`src/rtl/centroid_update_unit.sv`:
```
// -----------------------------------------------------------------------------
// centroid_update_unit
//
// Centroid update stage of a K-means processor with K = 3 clusters. During a
// clustering pass it accumulates, per cluster, the sum of x, the sum of y and
// the number of points routed to it by the least-distance stage. After the
// point flagged as last, each centroid (sum / count, floor) is computed with a
// bit-serial restoring divider and streamed out over a valid/ready interface,
// cluster 0 first.
//
// Ports
//   clk, rst_n          : clock, asynchronous active-low reset
//   pt_valid/pt_ready   : point handshake (ready only while accumulating)
//   pt_x, pt_y          : unsigned point coordinates
//   cluster_addr        : winning cluster 0..2 (3 is illegal, point dropped)
//   pt_last             : marks the final point of the pass
//   cent_valid/ready    : centroid handshake
//   cent_idx            : cluster index of the presented centroid
//   cent_x, cent_y      : centroid coordinates
//   cent_empty          : cluster got no points (coordinates are 0)
//   err_addr            : sticky, an illegal address was seen this pass
//   err_ovf             : sticky, a point was dropped on a saturated counter
// -----------------------------------------------------------------------------
module centroid_update_unit #(
    parameter int COORD_W = 16,
    parameter int CNT_W   = 16,
    parameter int SUM_W   = COORD_W + CNT_W
) (
    input  logic               clk,
    input  logic               rst_n,
    input  logic               pt_valid,
    output logic               pt_ready,
    input  logic [COORD_W-1:0] pt_x,
    input  logic [COORD_W-1:0] pt_y,
    input  logic [1:0]         cluster_addr,
    input  logic               pt_last,
    output logic               cent_valid,
    input  logic               cent_ready,
    output logic [1:0]         cent_idx,
    output logic [COORD_W-1:0] cent_x,
    output logic [COORD_W-1:0] cent_y,
    output logic               cent_empty,
    output logic               err_addr,
    output logic               err_ovf
);

    localparam int BIT_W = $clog2(SUM_W);

    typedef enum logic [1:0] {
        ACCUM = 2'd0,
        DIV_X = 2'd1,
        DIV_Y = 2'd2,
        OUT   = 2'd3
    } state_t;

    state_t r_state;
    state_t w_state_next;

    logic [SUM_W-1:0]   r_sum_x [3];
    logic [SUM_W-1:0]   r_sum_y [3];
    logic [CNT_W-1:0]   r_count [3];

    logic [1:0]         r_k;
    logic [BIT_W-1:0]   r_bit;
    logic [CNT_W-1:0]   r_rem;
    logic [COORD_W-2:0] r_quo;

    logic               r_pt_ready;
    logic               r_cent_valid;
    logic [COORD_W-1:0] r_cent_x;
    logic [COORD_W-1:0] r_cent_y;
    logic               r_cent_empty;
    logic               r_err_addr;
    logic               r_err_ovf;

    // ---------------------------------------------------------------- input side
    logic               w_accept;
    logic               w_addr_legal;
    logic [CNT_W-1:0]   w_addr_cnt;
    logic               w_cnt_sat;
    logic               w_acc_en;

    assign w_accept     = pt_valid & r_pt_ready;
    assign w_addr_legal = (cluster_addr != 2'b11);

    // NOTE: every signal written in always_comb gets a default first so no path
    // leaves it unassigned; otherwise synthesis infers a latch.
    always_comb begin
        w_addr_cnt = '0;
        case (cluster_addr)
            2'd0:    w_addr_cnt = r_count[0];
            2'd1:    w_addr_cnt = r_count[1];
            2'd2:    w_addr_cnt = r_count[2];
            default: w_addr_cnt = '0;
        endcase
    end

    assign w_cnt_sat = &w_addr_cnt;
    assign w_acc_en  = w_accept & w_addr_legal & ~w_cnt_sat;

    // ---------------------------------------------------------- divider datapath
    logic [SUM_W-1:0]   w_cur_sum_x;
    logic [SUM_W-1:0]   w_cur_sum_y;
    logic [CNT_W-1:0]   w_cur_cnt;
    logic [SUM_W-1:0]   w_dividend;
    logic               w_div_bit;
    logic [CNT_W-1:0]   w_rem_base;
    logic [CNT_W:0]     w_trial;
    logic [CNT_W:0]     w_diff;
    logic               w_fits;
    logic [CNT_W-1:0]   w_rem_next;
    logic [COORD_W-1:0] w_quo_next;
    logic               w_last_bit;
    logic               w_cnt_zero;
    logic               w_handshake;
    logic               w_final_hs;

    always_comb begin
        w_cur_sum_x = '0;
        w_cur_sum_y = '0;
        w_cur_cnt   = '0;
        case (r_k)
            2'd0: begin
                w_cur_sum_x = r_sum_x[0];
                w_cur_sum_y = r_sum_y[0];
                w_cur_cnt   = r_count[0];
            end
            2'd1: begin
                w_cur_sum_x = r_sum_x[1];
                w_cur_sum_y = r_sum_y[1];
                w_cur_cnt   = r_count[1];
            end
            2'd2: begin
                w_cur_sum_x = r_sum_x[2];
                w_cur_sum_y = r_sum_y[2];
                w_cur_cnt   = r_count[2];
            end
            default: ;
        endcase
    end

    // The dividend is read straight out of the accumulator, MSB first, so no
    // load cycle is needed. The partial remainder is always below the divisor
    // and therefore fits in CNT_W bits; the borrow of the trial subtraction
    // decides the quotient bit.
    assign w_dividend = (r_state == DIV_Y) ? w_cur_sum_y : w_cur_sum_x;
    assign w_div_bit  = w_dividend[BIT_W'(SUM_W - 1) - r_bit];
    assign w_rem_base = (r_bit == '0) ? '0 : r_rem;
    assign w_trial    = {w_rem_base, w_div_bit};
    assign w_diff     = w_trial - {1'b0, w_cur_cnt};
    assign w_fits     = ~w_diff[CNT_W];
    assign w_rem_next = w_fits ? w_diff[CNT_W-1:0] : w_trial[CNT_W-1:0];
    // Only the low COORD_W quotient bits are kept; the upper ones are always 0
    // because a mean never exceeds the largest coordinate.
    assign w_quo_next = {r_quo, w_fits};
    assign w_last_bit = (r_bit == BIT_W'(SUM_W - 1));
    assign w_cnt_zero = (w_cur_cnt == '0);

    assign w_handshake = r_cent_valid & cent_ready;
    assign w_final_hs  = w_handshake & (r_k == 2'd2);

    // --------------------------------------------------------------------- FSM
    always_comb begin
        w_state_next = r_state;
        case (r_state)
            ACCUM: if (w_accept && pt_last) w_state_next = DIV_X;
            DIV_X: begin
                if (w_cnt_zero)      w_state_next = OUT;
                else if (w_last_bit) w_state_next = DIV_Y;
            end
            DIV_Y: if (w_last_bit) w_state_next = OUT;
            OUT:   if (w_handshake) w_state_next = (r_k == 2'd2) ? ACCUM : DIV_X;
            default: w_state_next = ACCUM;
        endcase
    end

    // NOTE: sequential state uses non-blocking assignments only, so every
    // always_ff samples pre-edge values regardless of evaluation order.
    always_ff @(posedge clk or negedge rst_n) begin
        if (!rst_n) r_state <= ACCUM;
        else        r_state <= w_state_next;
    end

    // -------------------------------------------------------------- accumulators
    // NOTE: these small register arrays are reset explicitly because a reset
    // mid-pass must discard all accumulated data; they are flops, not RAM.
    always_ff @(posedge clk or negedge rst_n) begin
        if (!rst_n) begin
            for (int i = 0; i < 3; i++) begin
                r_sum_x[i] <= '0;
                r_sum_y[i] <= '0;
                r_count[i] <= '0;
            end
        end else if (w_final_hs) begin
            for (int i = 0; i < 3; i++) begin
                r_sum_x[i] <= '0;
                r_sum_y[i] <= '0;
                r_count[i] <= '0;
            end
        end else begin
            for (int i = 0; i < 3; i++) begin
                if (w_acc_en && cluster_addr == 2'(i)) begin
                    r_sum_x[i] <= r_sum_x[i] + SUM_W'(pt_x);
                    r_sum_y[i] <= r_sum_y[i] + SUM_W'(pt_y);
                    r_count[i] <= r_count[i] + 1'b1;
                end
            end
        end
    end

    always_ff @(posedge clk or negedge rst_n) begin
        if (!rst_n) begin
            r_err_addr <= 1'b0;
            r_err_ovf  <= 1'b0;
        end else if (w_final_hs) begin
            r_err_addr <= 1'b0;
            r_err_ovf  <= 1'b0;
        end else begin
            if (w_accept && !w_addr_legal)             r_err_addr <= 1'b1;
            if (w_accept && w_addr_legal && w_cnt_sat) r_err_ovf  <= 1'b1;
        end
    end

    // ------------------------------------------------------ cluster index, divider
    always_ff @(posedge clk or negedge rst_n) begin
        if (!rst_n) begin
            r_k <= 2'd0;
        end else if (r_state == ACCUM && w_accept && pt_last) begin
            r_k <= 2'd0;
        end else if (w_handshake) begin
            r_k <= (r_k == 2'd2) ? 2'd0 : r_k + 2'd1;
        end
    end

    always_ff @(posedge clk or negedge rst_n) begin
        if (!rst_n) begin
            r_bit <= '0;
            r_rem <= '0;
            r_quo <= '0;
        end else if ((r_state == DIV_X && !w_cnt_zero) || r_state == DIV_Y) begin
            r_bit <= w_last_bit ? '0 : r_bit + 1'b1;
            r_rem <= w_rem_next;
            r_quo <= w_quo_next[COORD_W-2:0];
        end else begin
            r_bit <= '0;
        end
    end

    // ------------------------------------------------------------------ outputs
    always_ff @(posedge clk or negedge rst_n) begin
        if (!rst_n) begin
            r_cent_x     <= '0;
            r_cent_y     <= '0;
            r_cent_empty <= 1'b0;
        end else if (r_state == DIV_X) begin
            if (w_cnt_zero) begin
                r_cent_x     <= '0;
                r_cent_y     <= '0;
                r_cent_empty <= 1'b1;
            end else if (w_last_bit) begin
                r_cent_x     <= w_quo_next;
                r_cent_empty <= 1'b0;
            end
        end else if (r_state == DIV_Y && w_last_bit) begin
            r_cent_y <= w_quo_next;
        end
    end

    // cent_valid trails entry into OUT by one edge, giving the result registers
    // a full cycle before presentation; it drops on the edge of the handshake.
    always_ff @(posedge clk or negedge rst_n) begin
        if (!rst_n) begin
            r_cent_valid <= 1'b0;
            r_pt_ready   <= 1'b0;
        end else begin
            r_cent_valid <= (r_state == OUT) && !w_handshake;
            r_pt_ready   <= (w_state_next == ACCUM);
        end
    end

    assign pt_ready   = r_pt_ready;
    assign cent_valid = r_cent_valid;
    assign cent_idx   = r_k;
    assign cent_x     = r_cent_x;
    assign cent_y     = r_cent_y;
    assign cent_empty = r_cent_empty;
    assign err_addr   = r_err_addr;
    assign err_ovf    = r_err_ovf;

endmodule

```
`config.mk`:
```
export PLATFORM = sky130hd
export DESIGN_NAME = centroid_update_unit
export DESIGN_NICKNAME = d
export VERILOG_FILES = /design/src/rtl/centroid_update_unit.sv
export SDC_FILE = /design/constraint.sdc
export NUM_CORES = 1
export LEC_CHECK = 0
export CAP_MARGIN = 25
export CORE_UTILIZATION = 32
export DETAILED_ROUTE_END_ITERATION = 16
export GPL_TIMING_DRIVEN = 0
export SLEW_MARGIN = 0
export SYNTH_ARGS = -nofsm -noshare
export SYNTH_HDL_FRONTEND = slang
export SYNTH_SLANG_ARGS = --single-unit
```
`constraint.sdc`:
```
create_clock -name clk -period 6.35 [get_ports clk]
set_clock_uncertainty 0.05 [all_clocks]
set_input_delay 0.635 -clock clk [delete_from_list [all_inputs] [get_ports clk]]
set_output_delay 0.635 -clock clk [all_outputs]
set_load 0.01 [all_outputs]
```
### After elaboration in Yosys (flattened, before gate mapping)

Cells that the tools add are included.
Widths: inputs -> output; s select.

| operators by class | value |
|---|---|
| $add $sub $neg | 13 |
| magnitude comparators | 1 |
| equality and inequality tests | 10 |
| mux-type cells | 44 |
| bitwise operators | 7 |
| reduce and logical (&&, ||, !) cells | 33 |

Operator list:

| kind | number |
|---|---|
| $mux 32 | 7 |
| $add 32x16->32 | 6 |
| $mux 96 | 2 |
| $pmux 32 s3 | 2 |
| $mux 16 | 10 |
| $pmux 16 s3 | 2 |
| $add 16x1->16 const B | 3 |
| $mux 48 | 1 |
| $sub 17x16->17 | 1 |
| $logic_not 16->1 | 1 |
| $mux 2 | 8 |
| $reduce_and 16->1 | 1 |
| $reduce_bool 2->1 | 8 |
| $logic_and 1x1->1 | 12 |
| $mux 5 | 2 |
| $eq 2x2->1 const B | 4 |
| $logic_not 2->1 | 4 |
| $mux 1 | 8 |
| $pmux 2 s4 | 1 |
| $eq 2x1->1 const B | 3 |
| $lt 5x6->1 const B | 1 |
| $add 5x1->5 const B | 1 |
| $and 1x1->1 | 5 |
| $bmux 1 s5 | 1 |
| 9 further kinds | 14 |

| word-level totals | value |
|---|---|
| flip-flop bits (word level) | 317 |
| output and inout port bits | 39 |
| logic and storage cells | 129 |

### Depth between registers and ports, before layout

| depth | value |
|---|---|
| depth after elaboration | 9 |
| depth in mapped cells | 24 |
| gate-level depth less buffers | 19 |

### Least setup slack after synthesis

No wires, ideal clock.

| timing path | value |
|---|---|
| path kind | register to register |
| start point | reg r_k[0] (netlist: cent_idx[0]) |
| end point | reg r_rem[1] |
| setup time | 135 ps |
| data arrival time | 4428 ps |
| required time | 6165 ps |
| setup slack | 1737 ps |
| cell stages (with the launch flop) | 22 |
| clock period less this slack | 4613 ps |
| path through | dfrtp_1 > buf_4 > buf_4 > mux2_1 > a221oi_1 > a21oi_1 > a2111oi_0 > nor4_1 > a311oi_2 > ha_1 > inv_1 > fa_1 > a211oi_1 > o21ai_1 > nand3_1 > a31oi_1 > a211oi_1 > o21bai_1 > xor2_2 > buf_4 > mux2i_1 > o21ai_0 |

| on the way | value |
|---|---|
| longest elaborated chain between the ends | 7 |
| elaborated cells between the ends (all ways) | 15 |
| classes of those cells | 1 x add/sub; 2 x eq/ne; 7 x mux; 5 x reduce/logical |

Ends and longest elaborated chain:

| element | RTL line | RTL |
|---|---|---|
| start, declared | 63 | `logic [1:0] r_k;` |
| start signal, assigned | 231 | `r_k <= (r_k == 2'd2) ? 2'd0 : r_k + 2'd1;` |
| $eq 2x2->1, or another cell as far along | 122 | `case (r_k)` |
| $pmux 32 s3 | 122 |  |
| $mux 32 | 146 | `assign w_dividend = (r_state == DIV_Y) ? w_cur_sum_y : w_cur_sum_x;` |
| $bmux 1 s5 | 147 | `assign w_div_bit = w_dividend[BIT_W'(SUM_W - 1) - r_bit];` |
| $mux 1 (implied by the code) | 147 |  |
| $sub 17x16->17 | 150 | `assign w_diff = w_trial - {1'b0, w_cur_cnt};` |
| $mux 16 | 152 | `assign w_rem_next = w_fits ? w_diff[CNT_W-1:0] : w_trial[CNT_W-1:0];` |
| end signal, assigned | 242 | `r_rem <= w_rem_next;` |
| end, declared | 65 | `logic [CNT_W-1:0] r_rem;` |

Parallel ways exist; a longest one is shown, timed or not. The select of a mux whose other input is x is not followed.
A chain may end at the register's enable or synchronous reset.

### Final worst setup path

| timing path | value |
|---|---|
| start point | reg r_k[0] (netlist: cent_idx[0]) |
| end point | reg r_rem[5] |

Same word-level chain as after synthesis.

==> results.cfg <==
[clock_network]
cts_made_buffers = 39
clk_latency_ps = 580
cts-root-buf = clkbuf_16
clockBufferDepth = 3
clk_transition_reported_paths_ps = 60
cts_tree = built
ctsHtreeMaxLevel = 2
clock-sinks = 317

[grt]
grt_antenna_before_repair = 0
grt_pass1_vias = 19665
grt_usage_pct = 22.1
grt_pass1_wl_mm = 119
overflow = 0
grt_max_degree = 99

[die]
coreArea_um2 = 67200
ios = 78
die_y_um = 262
die_area_um2 = 68900
initial_core_util_pct = 32.3
rows = 95
die_w_um = 262

[placement]
dp_cells = 3376
dp_hpwl_mm = 57.1
place.gp.congestion = 0.940
numPortBuffers = 77

[detailed_routing]
drc = 0
drt-vias-per-instance = 5.74
drt-initial-drc-count = 1863
routedWlPerCell_um = 22.2
wirelength_mm = 76.7
drt_first_pass_iters = 6
final_antenna_net_count = 0
vias = 19780

[power]
peakVddDrop_mv = 0.174
p_leak_nw = 10.7
power_density_nw_per_um2 = 325

[layout]
nFillCells = 6675
drive_above_1_share_pct = 8.54
num-nets-final = 2711
syn_to_final_growth_pct = 15.5
final_cells = 3448
post-route-util_pct = 37.4
n_antenna_cell = 0

[logic_synthesis]
syn-num-nets = 2584
synthCells = 2420
synth-edff-count = 0
async_flop_share_pct = 100
synth.distinct_cells = 103
yosysSeqAreaShare_pct = 36.5
syn_area_um2 = 21700
yosys_most_used_dff = dfrtp_1
synth_seq_cells = 317
avgSynthCellArea_um2 = 8.97
yosysWarningCount = 0

[setup_path]
critPathCaptureType = flop
required_ps = 6710
worst-path-max-fanout = 10
cp_cell_sequence = buf_4 > buf_4 > buf_4 > mux2i_1 > o2bb2ai_1 > mux2i_1 > nor3_1 > nor4_2 > nor4_1 > a311oi_2 > buf_4 > ha_1 > inv_1 > fa_1 > a211oi_2 > o21ai_1 > nand3_1 > a31oi_1 > a211oi_1 > o21bai_1 > xor2_2 > buf_4 > mux2i_1 > o21ai_0
slowest_stage = fa_1
critPathKind = reg -> reg
max_stage_delay_ps = 460
cp-start-kind = flop
cp.arrival_ps = 6380
crit_path_frequent_cell = buf_4
ff2ff_setup_slack_ps = 330

[hold_path]
hold_class = reg -> reg

[sta]
fin_hold_ws_ps = 425
finalHoldViolCount = 0
finalCritPeriodShare_pct = 94.8
grt_setup_unrepaired = no
setup_viol = 0
slew_violations = 0
worst_slew_pin_slew_ps = 1090
max_freq_ghz = 0.166
min_period_ps = 6020
relSlewSlack_pct = 27.1

[job]
drv_cap = 0

[outcome]
outcome = finished clean
==> through the flow <==
stage                     power [W]  setup WS, ps  instance area [um2]  TNS (ps)
after floorplan             0.00459          1740                21700         0
after global placement      0.00564        -10200                23600  -3222570
after detailed placement    0.00570          -144                23700     -1190
after CTS                   0.00815          63.7                25100         0
after global routing        0.00858          33.9                25100         0
final                       0.00816           330                25100         0
==> metal layers <==
metal	global-route usage [%]	share of wire, %
met1	29.7	44
met3	2.51	5.7
met2	37.0	47
met4	7.19	3.0
met5	0	0
==> cell families after synthesis <==
| family | synth area share [%] |
|---|---|
| compound gates | 19.9 |
| xor+xnor | 6.25 |
| fa+ha+maj | 7.45 |
| buf+inv | 3.66 |
| flops | 36.5 |
| mux | 5.97 |
| simple gates | 20.3 |
==> cell type report <==
cell class	instances	area [um2]	share of cell area (%)
inverters	56	210	0.838
clock buffers	58	1190	4.74
flip-flops and latches	317	7930	31.6
plain buffers	118	583	2.32
repair buffers	87	922	3.68
well taps	873	1090	4.35
multi-input cells	1928	13000	51.8
clock inverters	11	158	0.628
==> final timing paths <==
| path | start | end | depth (start not counted) |
|---|---|---|---|
| max | cent_idx[0] | r_rem[5] | 24 |
| min | r_rem[12] | r_rem[12] | 2 |
| max reg2reg | cent_idx[0] | r_rem[5] | 24 |
| min reg2reg | r_rem[12] | r_rem[12] | 2 |
| max in group asynchronous | rst_n | r_sum_y[91] | 4 |
| min in group asynchronous | rst_n | cent_x[8] | 2 |
==> report_power, final <==
group          switching, W  internal (W)
Combinational       0.00208       0.00121
Clock              0.000955       0.00145
Sequential         0.000219       0.00224
==> synth_stat cells (all sizes together) (10+ instances only) <==
master	count	area, um2
dfrtp	317	7930
nand2	271	1030
nor2	186	701
o21ai	174	875
a21oi	148	775
ha	118	1480
nand3	93	470
xor2	90	796
nor3	72	365
mux2i	71	711
clkbuf	67	255
xnor2	64	561
inv	54	203
buf	52	329
mux2	52	586
a221oi	43	402
nor2b	42	270
nand2b	41	257
and3	35	224
or3	35	219
a21o	32	240
nand4	28	175
a22o	27	236
and2	21	133
o211ai	20	150
o31ai	20	155
nand3b	17	128
o21a	17	128
or4	17	128
a211oi	15	113
o2111ai	13	120
o22ai	11	68.8
a31oi	10	62.6
==> flip-flops by register name (all words and copies together), names as in the netlist <==
| name | flops |
|---|---|
| err_addr | 1 |
| err_ovf | 1 |
| r_sum_x | 96 |
| pt_ready | 1 |
| r_sum_y | 96 |
| r_rem | 16 |
| cent_x | 16 |
| cent_empty | 1 |
| r_quo | 15 |
| cent_idx | 2 |
| cent_y | 16 |
| r_state | 2 |
| r_count | 48 |
| cent_valid | 1 |
| r_bit | 5 |
==> cells in the final DEF, fill, tap and decap left out, types with 71 or more instances in the layout <==
cell type | netlist | final
dfrtp_1 | 317 | 317
nand2_1 | 266 | 266
nor2_1 | 185 | 185
a21oi_1 | 143 | 143
o21ai_0 | 143 | 143
ha_1 | 118 | 118
nand3_1 | 92 | 92
xor2_1 | 89 | 89
clkdlybuf4s50_1 | 0 | 76
clkbuf_1 | 66 | 71
nor3_1 | 71 | 71
==> worst max-delay path, delay by kind of cell, from the launching register on <==
family | cells | cell delay [ps]
AND/OR/NAND/NOR | 4 | 720
adder cells (fa/ha/maj) | 2 | 630
AO/OA/AOI/OAI | 8 | 1560
buffers and inverters | 6 | 1510
multiplexers | 3 | 710
XOR/XNOR | 1 | 260
flip-flops | 1 | 420
==> timing repair <==
| item | 4_1_cts | 5_1_grt |
|---|---|---|
| hold buffers | 1 | 0 |
| pin swaps | 1 | 1 |
| resized for setup | 1 | 6 |
| endpoints found under the setup margin | 16 | 19 |
| hold endpoints to repair | 58 | 0 |
| setup buffers | 1 | 1 |
No activity file was read; power rests on OpenSTA's default activity.
